### src/rtl/fetch_controller_if.sv
// Instruction-memory read channel between the fetch controller and memory.
interface fetch_controller_if #(
  parameter int DataWidth = 16
);
  logic                 MemReq;
  logic [DataWidth-1:0] MemAddr;
  logic                 MemAck;
  logic [DataWidth-1:0] MemData;

  modport master (output MemReq, MemAddr, input MemAck, MemData);
  modport slave  (input MemReq, MemAddr, output MemAck, MemData);
endinterface

### src/rtl/fetch_controller.sv
// Instruction fetch sequencer: FETCH -> EXEC -> UPDATE loop with fetch timeout,
// halt handling and PC load/increment strobes.
module fetch_controller #(
  parameter int DataWidth     = 16,
  parameter int WordByteSize  = 2,
  parameter int TimeoutCycles = 15
) (
  input  logic                 Clk,
  input  logic                 Reset,
  input  logic                 Run,
  input  logic                 Halt,
  input  logic [DataWidth-1:0] PCIn,
  input  logic                 ExecDone,
  input  logic                 BranchTaken,
  input  logic [DataWidth-1:0] BranchTarget,
  fetch_controller_if.master   mem,
  output logic                 PC_LD,
  output logic                 PC_INC,
  output logic [DataWidth-1:0] PC_DIn,
  output logic [DataWidth-1:0] IR,
  output logic                 IRValid,
  output logic                 Halted,
  output logic                 Fault,
  output logic [2:0]           State
);

  localparam logic [2:0] ST_IDLE   = 3'd0;
  localparam logic [2:0] ST_FETCH  = 3'd1;
  localparam logic [2:0] ST_EXEC   = 3'd2;
  localparam logic [2:0] ST_UPDATE = 3'd3;
  localparam logic [2:0] ST_HALTED = 3'd4;
  localparam logic [2:0] ST_FAULT  = 3'd5;

  localparam int CntWidth = $clog2(TimeoutCycles + 1);
  localparam logic [CntWidth-1:0]  TimeoutLimit = CntWidth'(TimeoutCycles);
  // Clears the byte-offset bits so branch targets land on a word boundary.
  localparam logic [DataWidth-1:0] AlignMask = ~DataWidth'(WordByteSize - 1);

  logic [2:0]           state_q, state_d;
  logic [CntWidth-1:0]  wait_cnt_q, wait_cnt_d;
  logic [DataWidth-1:0] ir_q, ir_d;
  logic [DataWidth-1:0] pc_din_q, pc_din_d;
  logic                 branch_q, branch_d;

  always_comb begin
    state_d    = state_q;
    wait_cnt_d = wait_cnt_q;
    ir_d       = ir_q;
    pc_din_d   = pc_din_q;
    branch_d   = branch_q;
    case (state_q)
      ST_IDLE: if (Run) state_d = ST_FETCH;
      ST_FETCH: begin
        // An ack in the timeout cycle still completes the fetch.
        if (mem.MemAck) begin
          ir_d       = mem.MemData;
          wait_cnt_d = '0;
          state_d    = ST_EXEC;
        end else begin
          wait_cnt_d = wait_cnt_q + 1'b1;
          if (wait_cnt_d == TimeoutLimit) state_d = ST_FAULT;
        end
      end
      ST_EXEC: begin
        if (ExecDone) begin
          if (Halt) begin
            state_d = ST_HALTED;
          end else begin
            state_d  = ST_UPDATE;
            branch_d = BranchTaken;
            pc_din_d = BranchTarget & AlignMask;
          end
        end
      end
      ST_UPDATE: state_d = Run ? ST_FETCH : ST_IDLE;
      ST_HALTED: state_d = ST_HALTED;
      ST_FAULT:  state_d = ST_FAULT;
      default:   state_d = ST_IDLE;
    endcase
  end

  always_ff @(posedge Clk) begin
    if (Reset) begin
      state_q    <= ST_IDLE;
      wait_cnt_q <= '0;
      ir_q       <= '0;
      pc_din_q   <= '0;
      branch_q   <= 1'b0;
    end else begin
      state_q    <= state_d;
      wait_cnt_q <= wait_cnt_d;
      ir_q       <= ir_d;
      pc_din_q   <= pc_din_d;
      branch_q   <= branch_d;
    end
  end

  assign mem.MemReq  = (state_q == ST_FETCH);
  assign mem.MemAddr = PCIn;
  assign PC_LD       = !((state_q == ST_UPDATE) && branch_q);
  assign PC_INC      = (state_q == ST_UPDATE) && !branch_q;
  assign PC_DIn      = pc_din_q;
  assign IR          = ir_q;
  assign IRValid     = (state_q == ST_EXEC);
  assign Halted      = (state_q == ST_HALTED);
  assign Fault       = (state_q == ST_FAULT);
  assign State       = state_q;

endmodule

### src/flat_wrapper.sv
// flat-port wrapper written by rule: the top's interface ports become plain ports
module fetch_controller_flat 
#(
  parameter int DataWidth     = 16,
  parameter int WordByteSize  = 2,
  parameter int TimeoutCycles = 15
)
  (Clk, Reset, Run, Halt, PCIn, ExecDone, BranchTaken, BranchTarget, PC_LD, PC_INC, PC_DIn, IR, IRValid, Halted, Fault, State, mem_MemReq, mem_MemAddr, mem_MemAck, mem_MemData);
  fetch_controller_if #(.DataWidth(DataWidth)) mem_i ();
  input  logic Clk;
  input  logic Reset;
  input  logic Run;
  input  logic Halt;
  input  logic [DataWidth-1:0] PCIn;
  input  logic ExecDone;
  input  logic BranchTaken;
  input  logic [DataWidth-1:0] BranchTarget;
  output logic PC_LD;
  output logic PC_INC;
  output logic [DataWidth-1:0] PC_DIn;
  output logic [DataWidth-1:0] IR;
  output logic IRValid;
  output logic Halted;
  output logic Fault;
  output logic [2:0] State;
  output wire logic [$bits(mem_i.MemReq)-1:0] mem_MemReq;
  output wire logic [$bits(mem_i.MemAddr)-1:0] mem_MemAddr;
  input wire logic [$bits(mem_i.MemAck)-1:0] mem_MemAck;
  input wire logic [$bits(mem_i.MemData)-1:0] mem_MemData;
  assign mem_MemReq = mem_i.MemReq;
  assign mem_MemAddr = mem_i.MemAddr;
  assign mem_i.MemAck = mem_MemAck;
  assign mem_i.MemData = mem_MemData;
  fetch_controller #(.DataWidth(DataWidth), .WordByteSize(WordByteSize), .TimeoutCycles(TimeoutCycles)) u_core (.Clk(Clk), .Reset(Reset), .Run(Run), .Halt(Halt), .PCIn(PCIn), .ExecDone(ExecDone), .BranchTaken(BranchTaken), .BranchTarget(BranchTarget), .mem(mem_i), .PC_LD(PC_LD), .PC_INC(PC_INC), .PC_DIn(PC_DIn), .IR(IR), .IRValid(IRValid), .Halted(Halted), .Fault(Fault), .State(State));
endmodule
### config.mk
export PLATFORM = sky130hd
export DESIGN_NAME = fetch_controller_flat
export DESIGN_NICKNAME = d
export VERILOG_FILES = /design/src/rtl/fetch_controller_if.sv /design/src/rtl/fetch_controller.sv /design/src/flat_wrapper.sv
export SDC_FILE = /design/constraint.sdc
export NUM_CORES = 1
export LEC_CHECK = 0
export CORE_MARGIN = 3
export CORE_UTILIZATION = 33
export DETAILED_ROUTE_END_ITERATION = 10
export MAX_ROUTING_LAYER = met4
export PLACE_DENSITY_LB_ADDON = 0.08
export SETUP_SLACK_MARGIN = 0.5
export SYNTH_ARGS = -nofsm -noshare
export SYNTH_HDL_FRONTEND = slang
export SYNTH_SLANG_ARGS = --single-unit
### constraint.sdc
create_clock -name Clk -period 1.4 [get_ports Clk]
set_input_delay 0.21 -clock Clk [delete_from_list [all_inputs] [get_ports Clk]]
set_output_delay 0.21 -clock Clk [all_outputs]
set_load 0.01 [all_outputs]
==> results.ini, run 1 <==
[outcome]
outcome=finished, final reports clean

[synthesis]
syn_area_per_cell_sq_um=8.76
syn_inst=204
synthesis.area_sq_mm=0.00179
synth_cell_type_count=37
ys_warn_count=0
syn_nets=261
yosysSeqAreaShare_pct=43.7
synth_seq_cells=39

[die]
ios=112
coreArea_sq_mm=0.00517
start_util_pct=34.6
die_area_sq_mm=0.00634
fp-row-count=26
fp.dieW_um=79.6
fp.dieH_um=79.6

[sta]
max_freq_ghz=0.717
holdWs_ns=0.420
setup_violations=0
slew_viol_final=0
finalClockSkew_ns=0.00694
min_period_ns=1.39
hold_violations=0
rsz0062_at_grt=true
period_share_pct=99.6
final.setup.worst_slack_ns=0.00578

[cells_and_area]
final_area_sq_mm=0.00301
seqCellArea_sq_um=831
num_antenna_cells=0
layout_commonest_cell=buf_6
layout_common_cells=45 x buf_6, 37 x clkdlybuf4s50_1, 34 x dfxtp_2
nNetsFinal=346
final_util_pct=58.2
multi_input_area_sq_um=861
n_fill_cell=478
drive_gt1_share_pct=47.6
area_delta_synth_final_pct=68.3

[worst_setup_path]
arrival_ns=1.58
rr_startpoint=u_core.State[0]
worstPathRequired_ns=1.59
crit_path_start_kind=flip-flop
worstPathMaxFanout=6
r2r_setup_slack_ns=0.006
critPathCaptureType=flip-flop
r2r_end=u_core.State[1]
path_class=reg -> reg
reg2regPathDepth=6

[detailed_routing]
wire_per_inst_um=13.6
drc=0
ant_nets=0
vias_per_cell=4.60
routed_wl_um=4910
first_iter_violations=42
vias=1655
firstDrtPassIters=4

[cts]
clockBufferDepth=2
clkTransAtPathRegs_ns=0.08
clock_latency_ns=0.30
cts_tree=done
cts_sinks=39
numCtsBuffers=5
hold_buffers=0
cts-htree-levels=2
root_buffer=clkbuf_8

[grt]
antenna_found_initial=0
overflow=0
grt_pass1_wl_um=7490
grt_max_degree=20
track_usage_pct=15.8
grt_pass1_vias=1554

[pwr]
p_comb_share_pct=25.3
swShare_pct=25.9
p_seq_share_pct=42.5
power_switching_w=0.000736
peakVddDrop_mv=0.624
p_leak_nw=1.36
clockPowerShare_pct=32.2
p_int_w=0.00210
p_per_area_mw_per_mm2=943

[placed_design]
dp.final_hpwl_um=3370
place_area_sq_mm=0.00268
gp_congestion=0.703
dp_slack_ns=-0.0929
portBuffers=77

[hold_path]
hold_end=mem_MemAddr[13]
worstHoldPathCells=0
hp-class=in -> out
min_from=PCIn[13]

[flow_run]
cap_violations=0

[power groups by stage]
stage | combinational [W] | sequential (W) | clock [W]
after floorplan | 0.000298 | 0.00124 | 0
after global placement | 0.000620 | 0.00122 | 0
after detailed placement | 0.000619 | 0.00122 | 0
after CTS | 0.000687 | 0.00121 | 0.000949
after global routing | 0.000774 | 0.00121 | 0.000993
final | 0.000717 | 0.00121 | 0.000914
[metrics by stage]
step                      std cells  total power [W]  TNS [ns]
after global placement          345          0.00184     -1.60
final                           360          0.00284         0
after floorplan                 204          0.00154   -0.0296
after global routing            360          0.00298     -1.04
after CTS                       357          0.00284         0
after detailed placement        345          0.00184     -1.71
[synthesized netlist by cell type (all sizes together)]
| library cell | count | area share (%) |
|---|---|---|
| dfxtp | 39 | 44 |
| nand2 | 37 | 7.9 |
| buf | 26 | 11 |
| a21oi | 24 | 6.7 |
| nor2 | 19 | 4.0 |
| mux2i | 16 | 9.0 |
| clkbuf | 4 | 0.84 |
| inv | 4 | 0.84 |
| nand2b | 4 | 1.4 |
| and2 | 3 | 1.0 |
| nor3b | 3 | 1.9 |
| o21ai | 3 | 0.84 |
| a211o | 2 | 0.98 |
| ha | 2 | 1.4 |
| nand3b | 2 | 1.0 |
| nor2b | 2 | 0.84 |
| o41ai | 2 | 0.98 |
| or3 | 2 | 0.70 |
| a2111oi | 1 | 0.84 |
| a2bb2oi | 1 | 0.49 |
| a31oi | 1 | 0.35 |
| conb | 1 | 0.21 |
| nand3 | 1 | 0.28 |
| nand4b | 1 | 0.49 |
| nor3 | 1 | 0.28 |
| nor4 | 1 | 0.35 |
| nor4b | 1 | 0.84 |
| o311ai | 1 | 0.49 |
[per-layer routing]
layer	GRT usage, %	wire length [um]	vias to the layer above
met4	8.25	144	0
li1	-	-	834
met5	-	0	-
met2	25.6	2400	54
met1	16.8	1890	744
met3	5.64	473	23
[state kept, by name, summed over array words and instances, names as in the netlist]
| name | count |
|---|---|
| u_core.wait_cnt_q | 4 |
| u_core.IR | 16 |
| u_core.State | 3 |
| u_core.PC_DIn | 15 |
| u_core.branch_q | 1 |
[critical path, stage by stage (launching register included)]
cell,delay [ns]
dfxtp_2,0.35
buf_12,0.13
buf_4,0.15
a2111oi_2,0.33
buf_4,0.19
nand3b_1,0.09
o41ai_1,0.07
[how the worst max path moves through the flow]
stage / from / endpoint / slack [ns] / depth (start not counted)
floorplan: u_core.State[0] / u_core.PC_DIn[11] / -0.003 / 7
global placement: ExecDone / u_core.State[0] / -0.08 / 5
detailed placement: ExecDone / u_core.State[0] / -0.09 / 5
CTS: u_core.State[0] / u_core.State[0] / 0.01 / 6
global route: u_core.State[0] / u_core.PC_DIn[1] / -0.07 / 7
finish: u_core.State[0] / u_core.State[1] / 0.006 / 6
[kinds of logic (layout without fill, tap and decap cells)]
group | Yosys count | in the layout | synth area share [%]
muxes | 16 | 16 | 8.96
AOI/OAI and AO/OA | 35 | 35 | 11.7
and+or+nand+nor | 77 | 78 | 21.1
adders and majority gates | 2 | 2 | 1.40
DFF | 39 | 39 | 43.7
other | 1 | 1 | 0.210
buffers and inverters | 34 | 119 | 13.0
[area by class of cell]
class | count | area share (%)
clock buffer | 7 | 3.58
clock inverter | 1 | 0.166
inverter | 4 | 0.499
multi-input combinational | 132 | 28.6
sequential | 39 | 27.6
tap | 70 | 2.91
timing repair buffer | 107 | 36.6
[repair_timing]
action                                  in CTS  in global routing
endpoints found under the setup margin      79                 79
cloned                                       1                  0
pin swaps                                    9                  3
buffers inserted                             3                  3
resized for setup                          234                 21
Power figures use the tool's default switching activity.
==> inputs of run 2 (changes only) <==
--- a/config.mk
+++ b/config.mk
@@ -6,6 +6,8 @@
 export NUM_CORES = 1
 export LEC_CHECK = 0
+export CELL_PAD_IN_SITES_DETAIL_PLACEMENT = 0
+export CELL_PAD_IN_SITES_GLOBAL_PLACEMENT = 1
 export CORE_MARGIN = 3
-export CORE_UTILIZATION = 33
+export CORE_UTILIZATION = 23
 export DETAILED_ROUTE_END_ITERATION = 10
 export MAX_ROUTING_LAYER = met4
==> constraint.sdc (replaced) <==
create_clock -name Clk -period 1.4 [get_ports Clk]
set_input_delay 0.21 -clock Clk [delete_from_list [all_inputs] [get_ports Clk]]
set_output_delay 0.21 -clock Clk [all_outputs]
set_load 0.05 [all_outputs]
==> results.ini, run 2 (synthesis results as in run 1) <==
[detailed_routing]
firstDrtPassIters=3  ; -1
drc=0  ; unchanged
vias_per_cell=4.26  ; -7.4%
routed_wl_um=5660  ; +15%
ant_nets=0  ; unchanged
first_iter_violations=24  ; -43%
vias=1746  ; +5.5%
wire_per_inst_um=13.8  ; +1.2%

[sta]
min_period_ns=1.44  ; +0.0483 ns
hold_violations=0  ; unchanged
rsz0062_at_grt=true
finalClockSkew_ns=0.00797  ; +0.00103 ns
setup_violations=17  ; +17
final.setup.worst_slack_ns=-0.0425  ; -0.0483 ns
slew_viol_final=0  ; unchanged
holdWs_ns=0.420  ; +0.0000610 ns
period_share_pct=103  ; +3.5 points
setup-tns-final_ns=-0.199  ; -0.199 ns
max_freq_ghz=0.693  ; -3.4%

[cells_and_area]
nNetsFinal=367  ; +6.1%
layout_common_cells=44 x buf_12, 37 x clkdlybuf4s50_1, 29 x dfxtp_2
area_delta_synth_final_pct=122
layout_commonest_cell=buf_12
final_util_pct=53.5  ; -4.7 points
largest_register_ff_count=16  ; unchanged
seqCellArea_sq_um=843  ; +1.5%
num_antenna_cells=0  ; unchanged
multi_input_area_sq_mm=0.00110  ; +28%
final_area_sq_mm=0.00396  ; +32%
drive_gt1_share_pct=66.2  ; +19 points
n_fill_cell=657  ; +37%

[worst_setup_path]
arrival_ns=1.23  ; -0.35 ns
cpLargestDelayFamily=buffers and inverters
crit_path_max_incr_delay_ns=0.36  ; about the same
cp_num_buf_inv=3  ; unchanged
critPathCaptureType=output port
path_class=reg -> out
path_depth=4  ; -2
crit_path_start_kind=flip-flop
cp_slowest_cell=dfxtp_4
worstPathMaxFanout=3  ; -3
path_common_cell=buf_6
crit_path_cell_trace=buf_6, nor3b_4, buf_6, buf_12
reg2regPathDepth=7  ; +1
worstPathRequired_ns=1.19  ; -0.40 ns

[outcome]
violations=negative setup slack
outcome=complete, but fails checks

[die]
start_util_pct=24.1  ; -10 points
fp.dieW_um=94.2  ; +18%
coreArea_sq_mm=0.00741  ; +43%
die_area_sq_mm=0.00887  ; +40%
fp-row-count=31  ; +19%
ios=112  ; unchanged
fp.dieH_um=94.2  ; +18%

[cts]
hold_buffers=0  ; unchanged
clock_latency_ns=0.28  ; -0.02 ns
cts-htree-levels=2  ; unchanged
cts_sinks=39  ; unchanged
cts_tree=done
clkTransAtPathRegs_ns=0.07  ; about the same
clockBufferDepth=2  ; unchanged
numCtsBuffers=5  ; unchanged
root_buffer=clkbuf_8

[pwr]
p_comb_share_pct=36.7  ; +11 points
clockPowerShare_pct=29.0  ; -3.2 points
p_seq_share_pct=34.3  ; -8.2 points
p_per_area_mw_per_mm2=900  ; -4.6%
peakVddDrop_mv=0.575  ; -7.9%
swShare_pct=29.1  ; +3.2 points
power_switching_w=0.00104  ; +41%
p_int_w=0.00253  ; +20%
p_leak_nw=1.68  ; +24%

[placed_design]
portBuffers=77  ; unchanged
gp_congestion=0.738  ; +5.0%
dp.final_hpwl_um=3560  ; +5.9%
dp_slack_ns=-0.156  ; -0.0629 ns
place_area_sq_mm=0.00311  ; +16%

[grt]
grt_pass1_wl_um=8650  ; +15%
overflow=0  ; unchanged
grt_pass1_vias=1768  ; +14%
antenna_found_initial=0  ; unchanged
grt_max_degree=26  ; +30%
track_usage_pct=12.8  ; -3.0 points

[hold_path]
hp-class=in -> out
worstHoldPathCells=0  ; unchanged

[flow_run]
cap_violations=0  ; unchanged

run 2: area by class of cell:
| class | count | share of cell area [%] |
|---|---|---|
| sequential | 39 | 21.3 |
| clock inverter | 1 | 0.758 |
| inverter | 4 | 0.442 |
| clock buffer | 7 | 2.46 |
| multi-input combinational | 131 | 27.8 |
| timing repair buffer | 129 | 44.1 |
| tap | 99 | 3.13 |
run 2: per-layer routing:
layer / GRT usage (%) / part of all wire, % / routed length (um) / up-vias
li1: - / - / - / 875
met1: 15.4 / 41 / 2340 / 793
met2: 19.9 / 50 / 2840 / 66
met3: 4.89 / 8.0 / 453 / 12
met4: 3.61 / 0.49 / 28 / 0
met5: - / 0 / 0 / -
run 2: path summary, 6_finish.rpt:
kind,from,slack [ns],to
worst min register to register,u_core.IR[12],0.48,u_core.IR[12]
worst max register to register,u_core.State[0],-0.02,u_core.PC_DIn[12]
worst min-delay path,PCIn[0],0.42,mem_MemAddr[0]
worst max-delay path,u_core.State[0],-0.04,IRValid
run 2: power by group through the flow:
stage / registers, W / clock network [W] / logic [W]
3_3_place_gp: 0.00124 / 0 / 0.000909
2_1_floorplan: 0.00137 / 0 / 0.000424
3_5_place_dp: 0.00125 / 0 / 0.000905
5_1_grt: 0.00123 / 0.00114 / 0.00138
4_1_cts: 0.00122 / 0.00107 / 0.00121
6_report: 0.00122 / 0.00103 / 0.00131
run 2: through the flow:
| stage | power, W | std cells |
|---|---|---|
| 2_1_floorplan | 0.00179 | 204 |
| 3_3_place_gp | 0.00215 | 369 |
| 3_5_place_dp | 0.00215 | 369 |
| 4_1_cts | 0.00350 | 402 |
| 5_1_grt | 0.00374 | 410 |
| 6_report | 0.00357 | 410 |
run 2: what timing repair did:
| action | CTS | global route |
|---|---|---|
| endpoints found under the setup margin | 79 | 79 |
| pin swaps | 23 | 20 |
| resized for setup | 97 | 42 |
| gates cloned | 3 | 0 |
| setup buffers | 22 | 8 |
==> inputs of run 3 (changes only) <==
CELL_PAD_IN_SITES_DETAIL_PLACEMENT = not set   (was 0)
CELL_PAD_IN_SITES_GLOBAL_PLACEMENT = not set   (was 1)
CORE_UTILIZATION = 33   (was 23)
SKIP_LAST_GASP = 1   (was not set)
SLEW_MARGIN = 10   (was not set)
==> results.ini, run 3 (synthesis results as in run 1) <==
[detailed_routing]
ant_nets=0  ; unchanged
wire_per_inst_um=14.7  ; +6.5%
vias_per_cell=4.74  ; +11%
vias=1729  ; -0.97%
routed_wl_um=5360  ; -5.2%
first_iter_violations=40  ; +67%
firstDrtPassIters=4  ; +1
drc=0  ; unchanged

[pwr]
power_switching_w=0.000977  ; -5.8%
p_comb_share_pct=36.5  ; -0.2 points
peakVddDrop_mv=0.722  ; +26%
p_per_area_mw_per_mm2=872  ; -3.1%
clockPowerShare_pct=24.5  ; -4.5 points
p_leak_nw=1.57  ; -6.2%
p_seq_share_pct=39.0  ; +4.7 points
swShare_pct=31.1  ; +2.0 points
p_int_w=0.00217  ; -14%

[grt]
grt_pass1_wl_um=8140  ; -6.0%
grt_pass1_vias=1654  ; -6.4%
grt_use_met1_pct=19.4  ; +4.0 points
grt.busiest_layer=met2
gr-usage-met2_pct=28.0  ; +8.2 points
overflow=0  ; unchanged
antenna_found_initial=0  ; unchanged
track_usage_pct=16.9  ; +4.1 points
met3_usage_pct=6.21  ; +1.3 points
grt_max_degree=29  ; +12%

[sta]
setup-tns-final_ns=-0.138  ; +0.0609 ns
slew_viol_final=0  ; unchanged
min_period_ns=1.44  ; -0.000308 ns
max_freq_ghz=0.693  ; about the same
final.setup.worst_slack_ns=-0.0422  ; +0.000308 ns
hold_violations=0  ; unchanged
setup_violations=6  ; -11
rsz0062_at_grt=true
finalClockSkew_ns=0.00639  ; -0.00158 ns
period_share_pct=103  ; about the same

[worst_setup_path]
worstPathRequired_ns=1.19  ; about the same
worstPathMaxFanout=4  ; +1
crit_path_cell_trace=nor2b_4, buf_6, and2_4, buf_12
cp_slowest_cell=dfxtp_4
crit_path_start_kind=flip-flop
crit_path_max_incr_delay_ns=0.38  ; +0.02 ns
arrival_ns=1.23  ; about the same
path_class=reg -> out
critPathCaptureType=output port

[cells_and_area]
seqCellArea_sq_um=833  ; -1.2%
multi_input_area_sq_mm=0.00103  ; -6.2%
layout_commonest_cell=buf_12
final_util_pct=69.8  ; +16 points
drive_gt1_share_pct=57.3  ; -8.9 points
area_delta_synth_final_pct=102
largest_register_ff_count=16  ; unchanged
num_antenna_cells=0  ; unchanged
nNetsFinal=352  ; -4.1%
n_fill_cell=407  ; -38%
final_area_sq_mm=0.00361  ; -8.9%
layout_common_cells=43 x buf_12, 37 x clkdlybuf4s50_1, 33 x dfxtp_2

[cts]
cts-htree-levels=2  ; unchanged
clkTransAtPathRegs_ns=0.07  ; about the same
cts_sinks=39  ; unchanged
root_buffer=clkbuf_8
clock_latency_ns=0.29  ; about the same
numCtsBuffers=5  ; unchanged
cts_tree=done
hold_buffers=0  ; unchanged
clockBufferDepth=2  ; unchanged

[placed_design]
portBuffers=77  ; unchanged
place_area_sq_mm=0.00303  ; -2.3%
gp_congestion=0.733  ; -0.70%
dp.final_hpwl_um=3490  ; -2.1%

[die]
start_util_pct=34.6  ; +10 points
die_area_sq_mm=0.00634  ; -29%
fp.dieW_um=79.6  ; -15%
coreArea_sq_mm=0.00517  ; -30%
fp-row-count=26  ; -16%
ios=112  ; unchanged
fp.dieH_um=79.6  ; -15%

[hold_path]
hp-class=in -> out

[outcome]
outcome=complete, but fails checks
violations=negative setup slack

[flow_run]
cap_violations=0  ; unchanged

[run 3: cell types whose count changed in the layout (fill, tap and decap cells not counted), sizes merged]
cell    change
buf        -15
clkinv      +1
clkbuf      -1
bufinv      -1
[run 3: path summary, 6_finish.rpt]
kind	start	end	slack, ns	depth (start not counted)
worst max-delay path	u_core.State[0]	Fault	-0.04	4
worst min-delay path	PCIn[12]	mem_MemAddr[12]	0.42	0
worst max register to register	u_core.State[1]	u_core.PC_DIn[8]	0.01	6
worst min register to register	u_core.IR[3]	u_core.IR[3]	0.48	2
[run 3: area by class of cell]
| type | count | area share (%) |
|---|---|---|
| Clock buffer | 6 | 2.29 |
| Multi-Input combinational cell | 131 | 28.7 |
| Sequential cell | 39 | 23.1 |
| Tap cell | 70 | 2.43 |
| Clock inverter | 1 | 0.139 |
| Inverter | 4 | 0.485 |
| Timing Repair Buffer | 114 | 42.9 |
[run 3: power groups by stage]
stage	Clock (W)	Combinational, W	Sequential (W)
2_1_floorplan	0	0.000424	0.00137
3_3_place_gp	0	0.000877	0.00124
3_5_place_dp	0	0.000883	0.00124
4_1_cts	0.000798	0.00102	0.00122
5_1_grt	0.000848	0.00121	0.00123
6_report	0.000771	0.00115	0.00123
[run 3: timing repair]
action	in CTS	in global routing
gates cloned	1	0
setup endpoints to repair	79	79
resized for setup	53	48
pin swaps	7	30
buffers inserted	11	9
[run 3: worst max-delay path: cells and delay by family (launching register included)]
family / cells / cell delay, ns
buffers and inverters: 2 / 0.24
flip-flops: 1 / 0.38
AND/OR/NAND/NOR: 2 / 0.33
[run 3: per-layer routing]
metal,vias to the layer above,wire [um]
li1,844,-
met4,0,48
met2,78,2680
met1,798,2110
met5,-,0
met3,9,519
[run 3: per-stage QoR]
step	hold slack, ns	std cells	setup WS [ns]	total power, W
6_report	0.420	365	-0.0422	0.00315
3_3_place_gp	0.420	337	-0.102	0.00212
4_1_cts	0.420	356	-0.0477	0.00304
5_1_grt	0.420	365	-0.106	0.00329
3_5_place_dp	0.420	337	-0.100	0.00213
2_1_floorplan	0.346	204	-0.425	0.00179
